## src/rtl/load_store_unit.sv

```systemverilog
// RV32I load/store unit driving a single-port registered-read data RAM.
// Optional misalignment trapping is enabled by defining LSU_MISALIGN_TRAP_EN.
module load_store_unit #(
  parameter int ADDR_WIDTH = 12
) (
  input  logic                  clk,
  input  logic                  rst_n,
  input  logic                  req_valid,
  output logic                  req_ready,
  input  logic                  req_we,
  input  logic [2:0]            req_funct3,
  input  logic [31:0]           req_addr,
  input  logic [31:0]           req_wdata,
  output logic                  rsp_valid,
  output logic [31:0]           rsp_rdata,
  output logic                  rsp_err,
  output logic                  mem_we,
  output logic [3:0]            mem_wmask,
  output logic [ADDR_WIDTH-1:0] mem_addr,
  output logic [31:0]           mem_wdata,
  input  logic [31:0]           mem_rdata
);

  localparam logic [1:0] IDLE  = 2'd0;
  localparam logic [1:0] ISSUE = 2'd1;
  localparam logic [1:0] WAIT  = 2'd2;
  localparam logic [1:0] RESP  = 2'd3;

  logic [1:0]            state_r;
  logic [2:0]            f3_r;
  logic [1:0]            off_r;
  logic                  rsp_valid_r;
  logic [31:0]           rsp_rdata_r;
  logic                  rsp_err_r;
  logic                  mem_we_r;
  logic [3:0]            mem_wmask_r;
  logic [ADDR_WIDTH-1:0] mem_addr_r;
  logic [31:0]           mem_wdata_r;

  logic                  funct3_ok_s;
  logic                  misalign_s;
  logic                  legal_s;
  logic [3:0]            st_mask_s;
  logic [31:0]           st_data_s;
  logic                  unused_addr_s;

  // Select the addressed lane and sign/zero-extend it; halfword uses addr[1] only.
  function automatic logic [31:0] load_extract_f(input logic [2:0] f3, input logic [1:0] off,
                                                 input logic [31:0] word);
    logic [7:0]  byte_v;
    logic [15:0] half_v;
    logic [31:0] res_v;
    byte_v = word[{off, 3'b000} +: 8];
    half_v = off[1] ? word[31:16] : word[15:0];
    case (f3)
      3'b000:  res_v = {{24{byte_v[7]}}, byte_v};
      3'b001:  res_v = {{16{half_v[15]}}, half_v};
      3'b010:  res_v = word;
      3'b100:  res_v = {24'h000000, byte_v};
      3'b101:  res_v = {16'h0000, half_v};
      default: res_v = 32'h0000_0000;
    endcase
    return res_v;
  endfunction

  assign unused_addr_s = ^req_addr[31:ADDR_WIDTH+2];

  // Legality of the incoming funct3 for its direction.
  always_comb begin
    funct3_ok_s = 1'b0;
    if (req_we) begin
      funct3_ok_s = (req_funct3 <= 3'b010);
    end else begin
      case (req_funct3)
        3'b000, 3'b001, 3'b010, 3'b100, 3'b101: funct3_ok_s = 1'b1;
        default:                                funct3_ok_s = 1'b0;
      endcase
    end
  end

`ifdef LSU_MISALIGN_TRAP_EN
  assign misalign_s = ((req_funct3[1:0] == 2'b01) && req_addr[0]) ||
                      ((req_funct3 == 3'b010) && (req_addr[1:0] != 2'b00));
`else
  assign misalign_s = 1'b0;
`endif

  assign legal_s = funct3_ok_s && !misalign_s;

  // Byte-lane mask and lane-replicated data for stores.
  always_comb begin
    st_mask_s = 4'b0000;
    st_data_s = 32'h0000_0000;
    case (req_funct3)
      3'b000: begin
        st_mask_s = 4'b0001 << req_addr[1:0];
        st_data_s = {4{req_wdata[7:0]}};
      end
      3'b001: begin
        st_mask_s = req_addr[1] ? 4'b1100 : 4'b0011;
        st_data_s = {2{req_wdata[15:0]}};
      end
      3'b010: begin
        st_mask_s = 4'b1111;
        st_data_s = req_wdata;
      end
      default: begin
        st_mask_s = 4'b0000;
        st_data_s = 32'h0000_0000;
      end
    endcase
  end

  // Access sequencer; errors skip the RAM and respond on the cycle after accept.
  always_ff @(posedge clk or negedge rst_n) begin
    if (!rst_n) begin
      state_r     <= IDLE;
      f3_r        <= 3'b000;
      off_r       <= 2'b00;
      rsp_valid_r <= 1'b0;
      rsp_rdata_r <= 32'h0000_0000;
      rsp_err_r   <= 1'b0;
      mem_we_r    <= 1'b0;
      mem_wmask_r <= 4'b0000;
      mem_addr_r  <= {ADDR_WIDTH{1'b0}};
      mem_wdata_r <= 32'h0000_0000;
    end else begin
      case (state_r)
        IDLE: begin
          if (req_valid) begin
            f3_r  <= req_funct3;
            off_r <= req_addr[1:0];
            if (legal_s) begin
              state_r     <= ISSUE;
              rsp_err_r   <= 1'b0;
              mem_addr_r  <= req_addr[ADDR_WIDTH+1:2];
              mem_wdata_r <= st_data_s;
              mem_we_r    <= req_we;
              mem_wmask_r <= req_we ? st_mask_s : 4'b0000;
            end else begin
              state_r     <= RESP;
              rsp_err_r   <= 1'b1;
              rsp_valid_r <= 1'b1;
            end
          end
        end
        ISSUE: begin
          mem_we_r    <= 1'b0;
          mem_wmask_r <= 4'b0000;
          if (mem_we_r) begin
            state_r     <= RESP;
            rsp_valid_r <= 1'b1;
          end else begin
            state_r <= WAIT;
          end
        end
        WAIT: begin
          rsp_rdata_r <= load_extract_f(f3_r, off_r, mem_rdata);
          rsp_valid_r <= 1'b1;
          state_r     <= RESP;
        end
        RESP: begin
          rsp_valid_r <= 1'b0;
          rsp_err_r   <= 1'b0;
          rsp_rdata_r <= 32'h0000_0000;
          state_r     <= IDLE;
        end
        default: begin
          state_r     <= IDLE;
          rsp_valid_r <= 1'b0;
          mem_we_r    <= 1'b0;
          mem_wmask_r <= 4'b0000;
        end
      endcase
    end
  end

  assign req_ready = (state_r == IDLE);
  assign rsp_valid = rsp_valid_r;
  assign rsp_rdata = rsp_rdata_r;
  assign rsp_err   = rsp_err_r;
  assign mem_we    = mem_we_r;
  assign mem_wmask = mem_wmask_r;
  assign mem_addr  = mem_addr_r;
  assign mem_wdata = mem_wdata_r;

endmodule

```

## config.mk

```make
export PLATFORM = sky130hd
export DESIGN_NAME = load_store_unit
export DESIGN_NICKNAME = d
export VERILOG_FILES = /design/src/rtl/load_store_unit.sv
export SDC_FILE = /design/constraint.sdc
export NUM_CORES = 1
export LEC_CHECK = 0
export ABC_AREA = 1
export CORE_UTILIZATION = 60
export DETAILED_ROUTE_END_ITERATION = 10
export DONT_BUFFER_PORTS = 1
export PLACE_DENSITY = 0.76
export REMOVE_ABC_BUFFERS = 1
export SLEW_MARGIN = 20
export SYNTH_ARGS = -nofsm -noshare
export SYNTH_HDL_FRONTEND = slang
export SYNTH_SLANG_ARGS = --single-unit
```

## constraint.sdc

```tcl
create_clock -name clk -period 3.5 [get_ports clk]
set_clock_uncertainty 0.15 [all_clocks]
set_input_delay 0.7 -clock clk [delete_from_list [all_inputs] [get_ports clk]]
set_output_delay 0.7 -clock clk [all_outputs]
set_load 0.005 [all_outputs]
```

==> results of run 1 <==
[state kept, by name, summed over array words and instances (netlist names)]
| name | flops |
|---|---|
| f3_r | 3 |
| mem_addr | 12 |
| mem_wdata | 32 |
| mem_we | 1 |
| mem_wmask | 4 |
| off_r | 2 |
| rsp_err | 1 |
| rsp_rdata | 32 |
| rsp_valid | 1 |
| state_r | 2 |
[layout make-up]
| class | count | area [um^2] |
|---|---|---|
| Multi-Input combinational cell | 471 | 2080 |
| Inverter | 45 | 169 |
| Sequential cell | 90 | 2250 |
| Clock buffer | 10 | 128 |
| Fill cell | 649 | 2440 |
| Timing Repair Buffer | 6 | 65.1 |
| Clock inverter | 6 | 114 |
| Tap cell | 99 | 124 |
[worst paths after layout]
kind | end | slack (ns) | cells past startpoint
max reg2reg | mem_wdata[17]$_DFFE_PN0P_ | 0.65 | 8
min reg2reg | mem_addr[5]$_DFFE_PN0P_ | 0.36 | 2
min in group clk | mem_wdata[6]$_DFFE_PN0P_ | 0.31 | 2
max in group asynchronous | rsp_rdata[22]$_DFFE_PN0P_ | 2.76 | 1
max | mem_wdata[17]$_DFFE_PN0P_ | 0.65 | 8
min | rsp_rdata[29]$_DFFE_PN0P_ | 0.10 | 1
[metrics by stage]
step,cell area [um^2],power (mW)
after CTS,4930,4.08
after floorplan,4490,2.76
after global routing,4930,4.37
after global placement,4660,3.13
final,4930,4.06
after detailed placement,4660,3.20
[worst register-to-register path: cells and delay by family, from the launching register on]
family | cells | cell delay [ns]
simple gates | 3 | 0.82
fa+ha+maj | 1 | 0.29
buf+inv | 3 | 0.96
flops | 1 | 0.43
compound gates | 1 | 0.08
[cells in the mapped netlist]
master / instances / share of area [%]
sky130_fd_sc_hd__and2_1: 1 / 0.14
sky130_fd_sc_hd__inv_1: 42 / 3.4
sky130_fd_sc_hd__dfrtp_1: 90 / 49
sky130_fd_sc_hd__nor2_4: 2 / 0.49
sky130_fd_sc_hd__nand4_1: 1 / 0.14
sky130_fd_sc_hd__nand3b_1: 5 / 0.81
sky130_fd_sc_hd__nand2_2: 2 / 0.27
sky130_fd_sc_hd__nand3_1: 52 / 5.6
sky130_fd_sc_hd__o21ai_1: 1 / 0.11
sky130_fd_sc_hd__ha_1: 5 / 1.4
sky130_fd_sc_hd__a21oi_1: 4 / 0.43
sky130_fd_sc_hd__o211ai_1: 12 / 1.9
sky130_fd_sc_hd__o22ai_1: 1 / 0.14
sky130_fd_sc_hd__nor2_2: 1 / 0.14
sky130_fd_sc_hd__clkbuf_1: 11 / 0.89
sky130_fd_sc_hd__o21ai_2: 2 / 0.38
sky130_fd_sc_hd__or2_2: 7 / 0.95
sky130_fd_sc_hd__o21ai_0: 43 / 4.7
sky130_fd_sc_hd__nor2_1: 25 / 2.0
sky130_fd_sc_hd__buf_4: 3 / 0.49
sky130_fd_sc_hd__inv_2: 3 / 0.24
sky130_fd_sc_hd__nand3_2: 1 / 0.22
sky130_fd_sc_hd__nor3_1: 2 / 0.22
sky130_fd_sc_hd__nand2_1: 304 / 25
sky130_fd_sc_hd__buf_1: 1 / 0.081
sky130_fd_sc_hd__buf_2: 14 / 1.5
[layer usage]
metal  up-vias  wire length (um)
met5         -                 0
met4         0               252
met3        23              1260
met2       195              5640
met1      1871              4380
li1       1967                 -
[logic make-up after synthesis]
group | after synthesis
AO/OA/AOI/OAI | 63
adder cells (fa/ha/maj) | 5
buffers and inverters | 74
flip-flops | 90
AND/OR/NAND/NOR | 403
[where the power goes]
part | switching (mW) | total, mW | leakage (nW) | internal (mW)
combinational | 0.950 | 1.43 | 1.42 | 0.482
sequential | 0.362 | 1.78 | 1.19 | 1.42
clock | 0.376 | 0.854 | 0.113 | 0.477
total | 1.69 | 4.06 | 2.72 | 2.38
==> summary.md, run 1 <==
| Metric | Value |
|---|---|
| Number of vias per cell after detailed routing | `5.58` |
| Post-layout instance count excluding filler cells | `727` |
| Iteration-0 DRC count of the detailed router | `245` |
| Unique masters post-synth | `26` |
| Master of the slowest instance on the critical path | `sky130_fd_sc_hd__inv_1` |
| Proportion of layout cells with a drive suffix above 1 | `6.69%` |
| Top-level port count | `187` |
| Wire length of the first global-routing pass | `18,500 um` |
| GR peak layer | `met2` |
| Final setup violation count | `0` |
| Synthesized-area fraction occupied by xor and xnor cells | `0%` |
| Number of sinks on the clock net | `90` |
| Number of buffers created by CTS | `9` |
| Critical Path Sink Type | `flip-flop` |
| CTS tree | `built` |
| CP max FO | `28` |
| Slew headroom | `29.3%` |
| Post-layout nets | `731` |
| Cts-stage hold buffer count | `1` |
| Number of iterations in the first detailed-routing pass | `5` |
| Half-perimeter wire length after placement | `7840 um` |
| Area fraction in and, or, nand and nor cells after synthesis | `35.7%` |
| Final min period | `2.85 ns` |
| CP Data Required Time | `3.59 ns` |
| Dpl ws | `0.627 ns` |
| Ratio of final minimum period to clock period | `81.4%` |
| Achievable clock frequency | `351 MHz` |
| Insertion delay to the later sink of the worst-skew pair | `0.35 ns` |
| CP Class | `flip-flop to flip-flop` |
| Commonest non-fill, non-tap cell in the layout | `sky130_fd_sc_hd__nand2_1` |
| Met1 Track Usage GR | `35.3%` |
| Adder and majority cell fraction of the synthesized area | `1.35%` |
| Instance count of the mapped netlist | `635` |
| Clock Path Buffers | `2` |
| Launching element of the worst setup path | `state_r[0]$_DFFE_PN0P_` |
| Initial Utilization | `62.8%` |
| Worst Slack Setup Final | `0.651 ns` |
| Unrepaired setup endpoints after global routing | `false` |
| Count of buffering cells on the critical path with inverters included | `3` |
| Number of maximum-capacitance constraint violations | `0` |
| Largest family of logic cells by synthesized area | `simple AND/OR/NAND/NOR gates` |
| Leakage power of the design | `2.72 nW` |
| Peak per-stage delay on the critical path | `0.44 ns` |
| Number of levels in the clock H-tree | `3` |
| Total wire length | `11,500 um` |
| Most used cells in the layout excluding fill and tap cells | `sky130_fd_sc_hd__nand2_1 (304), sky130_fd_sc_hd__dfrtp_1 (90), sky130_fd_sc_hd__nand3_1 (52), sky130_fd_sc_hd__o21ai_0 (43), sky130_fd_sc_hd__inv_1 (42)` |
| Average cell area after synthesis | `7.28 um^2` |
| Power density normalized to cell area | `825 nW/um^2` |
| Vertical die dimension | `89.8 um` |
| Clock-pin slew on the worst setup and hold paths | `0.09 ns` |
| Met3 demand-to-capacity share in global routing | `9.39%` |
| Total number of placement rows | `31` |
| Die Area | `8060 um^2` |
| Layout-stage area growth over the synthesis result | `6.52%` |
| GRT Total Usage | `28.8%` |
| Number of nets still failing antenna checks after routing | `0` |
| Number of remaining DRC errors | `0` |
| Root Driver | `sky130_fd_sc_hd__clkbuf_8` |
| Final antenna diode count | `0` |
| Post-CTS setup buffer count | `0` |
| Chip width | `89.8 um` |
| Post-Syn Area | `4630 um^2` |
| Number of gates resized after cts | `0` |
| Number of flip-flops and latches in the synthesized netlist | `90` |
| Core Footprint | `7370 um^2` |
| Total vias in the final route | `4,056` |
| Warning count from the yosys run | `0` |
| Share of the yosys chip area belonging to registers | `48.7%` |
| Port-buffer cells | `0` |
| Worst setup SP type | `flip-flop` |
| Critical R2R Launch | `state_r[0]$_DFFE_PN0P_` |
| Cell count after placement | `710` |
| Worst hold path class | `primary input to async pin` |
| Run status | `finished, final reports clean` |
| Worst hold slack | `0.100 ns` |
| Crit path max-delay family | `buffers and inverters` |
| Met2 Track Usage GR | `47.1%` |
| Vias in the first global route | `3,816` |
| Post-synthesis compound-gate area fraction | `7.65%` |
| Largest net degree at the start of global routing | `91` |
| Transition time at the pin with the least slew margin | `1.05 ns` |
| Post-Route Setup TNS | `0 ns` |
| Number of hold violations in the final report | `0` |
| Routed wire length per instance | `15.9 um` |
| Grt ovf | `0` |
| Ordered cell list for the critical path | `inv_1, ha_1, nand2_1, inv_1, nand2_2, buf_4, nand2_1, o211ai_1` |
| Multiplexer share of the synthesized area | `0%` |
| Core occupancy in the finished layout | `66.9%` |
| Initial antenna violation count | `0` |
| Routability congestion estimate from global placement | `0.813` |
| Pins over their slew limit | `0` |
| Data arrival time of the worst path | `2.94 ns` |
| Worst-case vdd ir drop | `0.348 mV` |
No activity file was read; power rests on OpenSTA's default activity.
==> run 2, diff against run 1 <==
clock period = 2.9 ns   (was 3.5 ns; I/O delays follow)
==> summary.md, run 2 (same netlist as run 1, synthesis figures left out) <==
| Metric | Value |
|---|---|
| Grt ovf | `0 (unchanged)` |
| Number of remaining DRC errors | `0 (unchanged)` |
| Post-CTS setup buffer count | `0 (unchanged)` |
| Final min period | `2.21 ns (-0.641 ns)` |
| Data arrival time of the worst path | `2.30 ns (-0.64 ns)` |
| Critical R2R Launch | `state_r[0]$_DFFE_PN0P_` |
| Filler cell count | `626 (-3.5%)` |
| Final antenna diode count | `0 (unchanged)` |
| Area used by multi-input combinational logic | `2080 um^2 (unchanged)` |
| Terminating pin of the worst hold path | `mem_wdata[6]$_DFFE_PN0P_` |
| Ordered cell list for the critical path | `inv_1, ha_1, nand2_1, buf_4, inv_1, nand2_2, buf_12, nand2_1, o211ai_1` |
| Worst hold path class | `primary input to flip-flop` |
| Switching fraction of total power | `43.7% (+2.2 points)` |
| CTS tree | `built` |
| Transition time at the pin with the least slew margin | `0.810 ns (-0.243 ns)` |
| CP max FO | `27 (-3.6%)` |
| Share of power burned in the clock network | `16.8% (-4.2 points)` |
| Master of the slowest instance on the critical path | `sky130_fd_sc_hd__dfrtp_1` |
| Root Driver | `sky130_fd_sc_hd__clkbuf_8` |
| Number of levels in the clock H-tree | `3 (unchanged)` |
| Endpoint of the worst-slack reg-to-reg timing path | `mem_wdata[21]$_DFFE_PN0P_` |
| Power Internal | `2.64 mW (+11%)` |
| Initial Utilization | `62.8% (unchanged)` |
| Pins over their slew limit | `0 (unchanged)` |
| Number of vias per cell after detailed routing | `5.50 (-1.5%)` |
| Critical Path Sink Type | `flip-flop` |
| Ratio of final minimum period to clock period | `76.1% (-5.3 points)` |
| Port-buffer cells | `0 (unchanged)` |
| Routed wire length per instance | `15.5 um (-2.4%)` |
| Layout-stage area growth over the synthesis result | `6.46% (about the same)` |
| Net switching component of the power | `2.05 mW (+22%)` |
| Crit path max-delay family | `buffers and inverters` |
| Vertical die dimension | `89.8 um (unchanged)` |
| Run status | `finished, final reports clean` |
| Part of the power in combinational logic | `38.2% (+3.0 points)` |
| Leakage power of the design | `2.72 nW (about the same)` |
| Final setup violation count | `0 (unchanged)` |
| Cell count of the worst reg-to-reg path | `9 (+1)` |
| Insertion delay to the later sink of the worst-skew pair | `0.35 ns (about the same)` |
| CP Class | `flip-flop to flip-flop` |
| Number of buffers created by CTS | `9 (unchanged)` |
| Core Footprint | `7370 um^2 (unchanged)` |
| Worst hold slack | `0.188 ns (+0.0875 ns)` |
| Iteration-0 DRC count of the detailed router | `217 (-11%)` |
| Most used cells in the layout excluding fill and tap cells | `sky130_fd_sc_hd__nand2_1 (304), sky130_fd_sc_hd__dfrtp_1 (90), sky130_fd_sc_hd__nand3_1 (52), sky130_fd_sc_hd__o21ai_0 (43), sky130_fd_sc_hd__inv_1 (42)` |
| Worst setup SP type | `flip-flop` |
| Initial antenna violation count | `0 (unchanged)` |
| Placed cell areas | `4710 um^2 (+1.1%)` |
| Post-layout nets | `737 (+0.82%)` |
| Vias in the first global route | `3,979 (+4.3%)` |
| Number of hold violations in the final report | `0 (unchanged)` |
| Peak per-stage delay on the critical path | `0.43 ns (about the same)` |
| Total wire length | `11,300 um (-1.6%)` |
| Clock Path Buffers | `2 (unchanged)` |
| Total number of placement rows | `31 (unchanged)` |
| Number of gates resized after cts | `0 (unchanged)` |
| Total vias in the final route | `4,029 (-0.67%)` |
| Worst-case vdd ir drop | `0.381 mV (+9.6%)` |
| Top-level port count | `187 (unchanged)` |
| Routability congestion estimate from global placement | `0.823 (+1.2%)` |
| Final non-filler cell area | `4920 um^2 (about the same)` |
| Unrepaired setup endpoints after global routing | `false` |
| Hold-critical path depth | `2` |
| Number of sinks on the clock net | `90 (unchanged)` |
| Cell count after placement | `715 (+0.70%)` |
| GRT Total Usage | `29.0% (+0.22 points)` |
| Half-perimeter wire length after placement | `7700 um (-1.8%)` |
| Achievable clock frequency | `453 MHz (+29%)` |
| Launch instance of the worst min-delay path | `req_wdata[6]` |
| Wire length of the first global-routing pass | `18,700 um (+1.1%)` |
| Number of maximum-capacitance constraint violations | `0 (unchanged)` |
| Relative contribution of sequential cells to total power | `45.0% (+1.2 points)` |
| Clock-pin slew on the worst setup and hold paths | `0.10 ns (about the same)` |
| Die Area | `8060 um^2 (unchanged)` |
| Post-Route Setup TNS | `0 ns (unchanged)` |
| Core occupancy in the finished layout | `66.8% (about the same)` |
| Path length in cells of the critical path | `9 (+1)` |
| Largest net degree at the start of global routing | `91 (unchanged)` |
| Power density normalized to cell area | `954 nW/um^2 (+16%)` |
| Chip width | `89.8 um (unchanged)` |
| Number of nets still failing antenna checks after routing | `0 (unchanged)` |
| Slew headroom | `45.9% (+17 points)` |
| Proportion of layout cells with a drive suffix above 1 | `7.41% (+0.73 points)` |
| Post-layout instance count excluding filler cells | `733 (+0.83%)` |
| Sequential cell area | `2250 um^2 (unchanged)` |
| Cts-stage hold buffer count | `2 (+1)` |
| Commonest non-fill, non-tap cell in the layout | `sky130_fd_sc_hd__nand2_1` |
| Count of buffering cells on the critical path with inverters included | `4 (+1)` |
| Number of iterations in the first detailed-routing pass | `5 (unchanged)` |
| CP Data Required Time | `2.99 ns (-0.60 ns)` |
| R2R setup slack | `0.69 ns (+0.04 ns)` |
-- run 2: cell types whose count changed in the layout (fill, tap and decap cells not counted), sizes merged --
| cell | delta |
|---|---|
| buf | +5 |
| clkinv | +2 |
| dlygate4sd3 | +1 |
| clkinvlp | +1 |
| bufinv | -3 |
-- run 2: layout make-up --
class	count	share of cell area, %
sequential	90	45.7
multi-input combinational	471	42.1
inverter	45	3.43
clock buffer	10	2.59
timing repair buffer	12	2.54
tap	99	2.52
clock inverter	6	1.04
-- run 2: worst max path at each step --
stage	start	end	slack, ns
after floorplan	state_r[0]$_DFFE_PN0P_	mem_wdata[16]$_DFFE_PN0P_	0.49
after global routing	state_r[0]$_DFFE_PN0P_	mem_wmask[0]$_DFFE_PN0P_	0.47
after detailed placement	req_funct3[1]	mem_wdata[21]$_DFFE_PN0P_	0.55
after global placement	req_funct3[1]	mem_wdata[21]$_DFFE_PN0P_	0.60
after CTS	state_r[0]$_DFFE_PN0P_	mem_wdata[21]$_DFFE_PN0P_	0.67
final	state_r[0]$_DFFE_PN0P_	mem_wdata[21]$_DFFE_PN0P_	0.69
-- run 2: through the flow --
step           setup slack (ns)  power [mW]
5_1_grt                   0.474        5.09
2_1_floorplan             0.490        3.33
4_1_cts                   0.667        4.72
6_report                  0.692        4.70
3_5_place_dp              0.546        3.90
3_3_place_gp              0.596        3.81
-- run 2: power by group through the flow --
stage,combinational [mW],sequential (mW),clock [mW]
3_3_place_gp,1.68,2.13,0
5_1_grt,2.07,2.16,0.856
6_report,1.79,2.11,0.790
4_1_cts,1.80,2.12,0.809
2_1_floorplan,1.30,2.03,0
3_5_place_dp,1.77,2.13,0
-- run 2: layer usage --
metal	up-vias	wire, um	track usage [%]
li1	1973	-	-
met1	1839	4440	35.0
met2	196	5490	49.2
met3	21	1200	8.21
met4	0	216	11.1
met5	-	0	0
==> run 3, diff against run 2 <==
CORE_UTILIZATION = 57   (was 60)
PLACE_DENSITY = 0.75   (was 0.76)
clock period = 1.82 ns   (was 2.9 ns; I/O delays follow)
==> summary.md, run 3 (same netlist as run 1, synthesis figures left out) <==
| Metric | Value |
|---|---|
| Run status | `finished with violations` |
| Failing checks | `hold timing` |
| Ratio of final minimum period to clock period | `96.0%` |
| Peak per-stage delay on the critical path | `0.43 ns (about the same)` |
| CP Data Required Time | `1.31 ns (-1.68 ns)` |
| Number of maximum-capacitance constraint violations | `0 (unchanged)` |
| Number of hold violations in the final report | `90 (+90)` |
| Worst hold slack | `-0.469 ns (-0.657 ns)` |
| Number of remaining DRC errors | `0 (unchanged)` |
| Total vias in the final route | `4,201 (+4.3%)` |
| Filler cell count | `675 (+7.8%)` |
| Routed wire length per instance | `15.9 um (+2.6%)` |
| Port-buffer cells | `0 (unchanged)` |
| Final setup violation count | `0 (unchanged)` |
| Power density normalized to cell area | `1500 nW/um^2 (+57%)` |
| Worst-case vdd ir drop | `0.677 mV (+78%)` |
| Area used by multi-input combinational logic | `2100 um^2 (+1.3%)` |
| Top-level port count | `187 (unchanged)` |
| Number of vias per cell after detailed routing | `5.51 (+0.30%)` |
| Worst setup SP type | `flip-flop` |
| Number of iterations in the first detailed-routing pass | `4 (-1)` |
| Data arrival time of the worst path | `1.23 ns (-1.07 ns)` |
| Final antenna diode count | `0 (unchanged)` |
| Achievable clock frequency | `572 MHz` |
| GRT Total Usage | `28.9% (-0.11 points)` |
| Routability congestion estimate from global placement | `0.815 (-1.0%)` |
| Grt ovf | `0 (unchanged)` |
| Largest net degree at the start of global routing | `91 (unchanged)` |
| Cts-stage hold buffer count | `20 (+18)` |
| Number of nets still failing antenna checks after routing | `0 (unchanged)` |
| Insertion delay to the later sink of the worst-skew pair | `0.36 ns (about the same)` |
| CTS tree | `built` |
| Number of levels in the clock H-tree | `3 (unchanged)` |
| Leakage power of the design | `2.88 nW (+5.9%)` |
| Number of buffers created by CTS | `9 (unchanged)` |
| Slew headroom | `72.7% (+27 points)` |
| R2R setup slack | `0.11 ns (-0.58 ns)` |
| Endpoint of the worst-slack reg-to-reg timing path | `mem_wdata[16]$_DFFE_PN0P_` |
| Transition time at the pin with the least slew margin | `0.410 ns (-0.400 ns)` |
| Root Driver | `sky130_fd_sc_hd__clkbuf_8` |
| CP Class | `flip-flop to primary output` |
| CP max FO | `4 (-85%)` |
| Core occupancy in the finished layout | `67.7% (+0.88 points)` |
| Initial Utilization | `59.2% (-3.5 points)` |
| Iteration-0 DRC count of the detailed router | `176 (-19%)` |
| Clock-pin slew on the worst setup and hold paths | `0.09 ns (about the same)` |
| Core Footprint | `7810 um^2 (+5.9%)` |
| Die Area | `8480 um^2 (+5.1%)` |
| Layout-stage area growth over the synthesis result | `14.3%` |
| Master of the slowest instance on the critical path | `sky130_fd_sc_hd__dfrtp_1` |
| Total wire length | `12,100 um (+6.7%)` |
| Post-layout nets | `763 (+3.5%)` |
| Clock Path Buffers | `2 (unchanged)` |
| Number of sinks on the clock net | `90 (unchanged)` |
| Initial antenna violation count | `0 (unchanged)` |
| Most used cells in the layout excluding fill and tap cells | `sky130_fd_sc_hd__nand2_1 (304), sky130_fd_sc_hd__dfrtp_1 (90), sky130_fd_sc_hd__nand3_1 (52), sky130_fd_sc_hd__o21ai_0 (43), sky130_fd_sc_hd__inv_1 (39)` |
| Chip width | `92.1 um (+2.5%)` |
| Wire length of the first global-routing pass | `19,200 um (+3.0%)` |
| Worst hold path class | `primary input to async pin` |
| Total number of placement rows | `32 (+3.2%)` |
| Ordered cell list for the critical path | `inv_2, ha_1, buf_4` |
| Vertical die dimension | `92.1 um (+2.5%)` |
| Pins over their slew limit | `0 (unchanged)` |
| Vias in the first global route | `4,160 (+4.5%)` |
| Post-Route Setup TNS | `0 ns (unchanged)` |
| Final min period | `1.75 ns` |
| Overall power after layout | `7.92 mW (+69%)` |
| Half-perimeter wire length after placement | `8080 um (+4.9%)` |
| Proportion of layout cells with a drive suffix above 1 | `9.24% (+1.8 points)` |
| Critical R2R Launch | `state_r[0]$_DFFE_PN0P_` |
| Cell count of the worst reg-to-reg path | `8 (-1)` |
| Commonest non-fill, non-tap cell in the layout | `sky130_fd_sc_hd__nand2_1` |
| Sequential cell area | `2250 um^2 (unchanged)` |
| Critical Path Sink Type | `primary output` |
==> run 3: repair_timing <==
action / in CTS / in global routing
hold endpoints to repair: 110 / 90
setup buffers: 0 / 0
setup endpoints to repair: 0 / 55
gates resized for setup: 0 / 8
==> run 3: power breakdown <==
group,internal (mW),total [mW],leakage [nW],switching (mW)
Combinational,1.21,3.11,1.59,1.91
Clock,0.675,1.41,0.103,0.737
Sequential,2.73,3.39,1.19,0.667
Total,4.61,7.92,2.88,3.31
==> run 3: metrics by stage <==
step | std cells | hold slack (ns) | setup slack (ns) | cell area, um^2
floorplan | 606 | -0.0816 | -0.590 | 4490
CTS | 760 | -0.479 | 0.00941 | 5210
global route | 762 | -0.481 | -0.00925 | 5290
finish | 762 | -0.469 | 0.0722 | 5290
global placement | 724 | -0.0799 | 0.107 | 4810
detailed placement | 724 | -0.0797 | 0.0342 | 4810
==> run 3: worst max path at each step <==
stage	slack [ns]	from	depth (start not counted)	endpoint
final	0.07	state_r[0]$_DFFE_PN0P_	3	req_ready
after global routing	-0.009	off_r[1]$_DFFE_PN0P_	10	rsp_rdata[27]$_DFFE_PN0P_
after CTS	0.009	state_r[0]$_DFFE_PN0P_	8	mem_wdata[16]$_DFFE_PN0P_
after detailed placement	0.03	state_r[0]$_DFFE_PN0P_	8	mem_wdata[16]$_DFFE_PN0P_
after global placement	0.11	state_r[0]$_DFFE_PN0P_	8	mem_wdata[21]$_DFFE_PN0P_
after floorplan	-0.59	state_r[0]$_DFFE_PN0P_	6	mem_wdata[16]$_DFFE_PN0P_
==> run 3: cell type report <==
class                   instances  area share [%]
well taps                     102            2.41
multi-input cells             471            39.8
repair buffers                 38            8.19
clock inverters                 6            1.23
flip-flops and latches         90            42.6
clock buffers                  10            2.60
inverters                      45            3.20
==> run 3: worst max-delay path, delay by kind of cell, from the launching register on <==
kind | cells | cell delay, ns
flip-flops | 1 | 0.43
buffers and inverters | 2 | 0.23
adder cells (fa/ha/maj) | 1 | 0.21
==> run 3: per-layer routing <==
layer  wire, um  track usage (%)  up-vias
met2       6100             50.2      182
met3       1140             8.29       23
met4        286             13.7        0
met1       4580             32.5     1969
li1           -                -     2027
met5          0                0        -
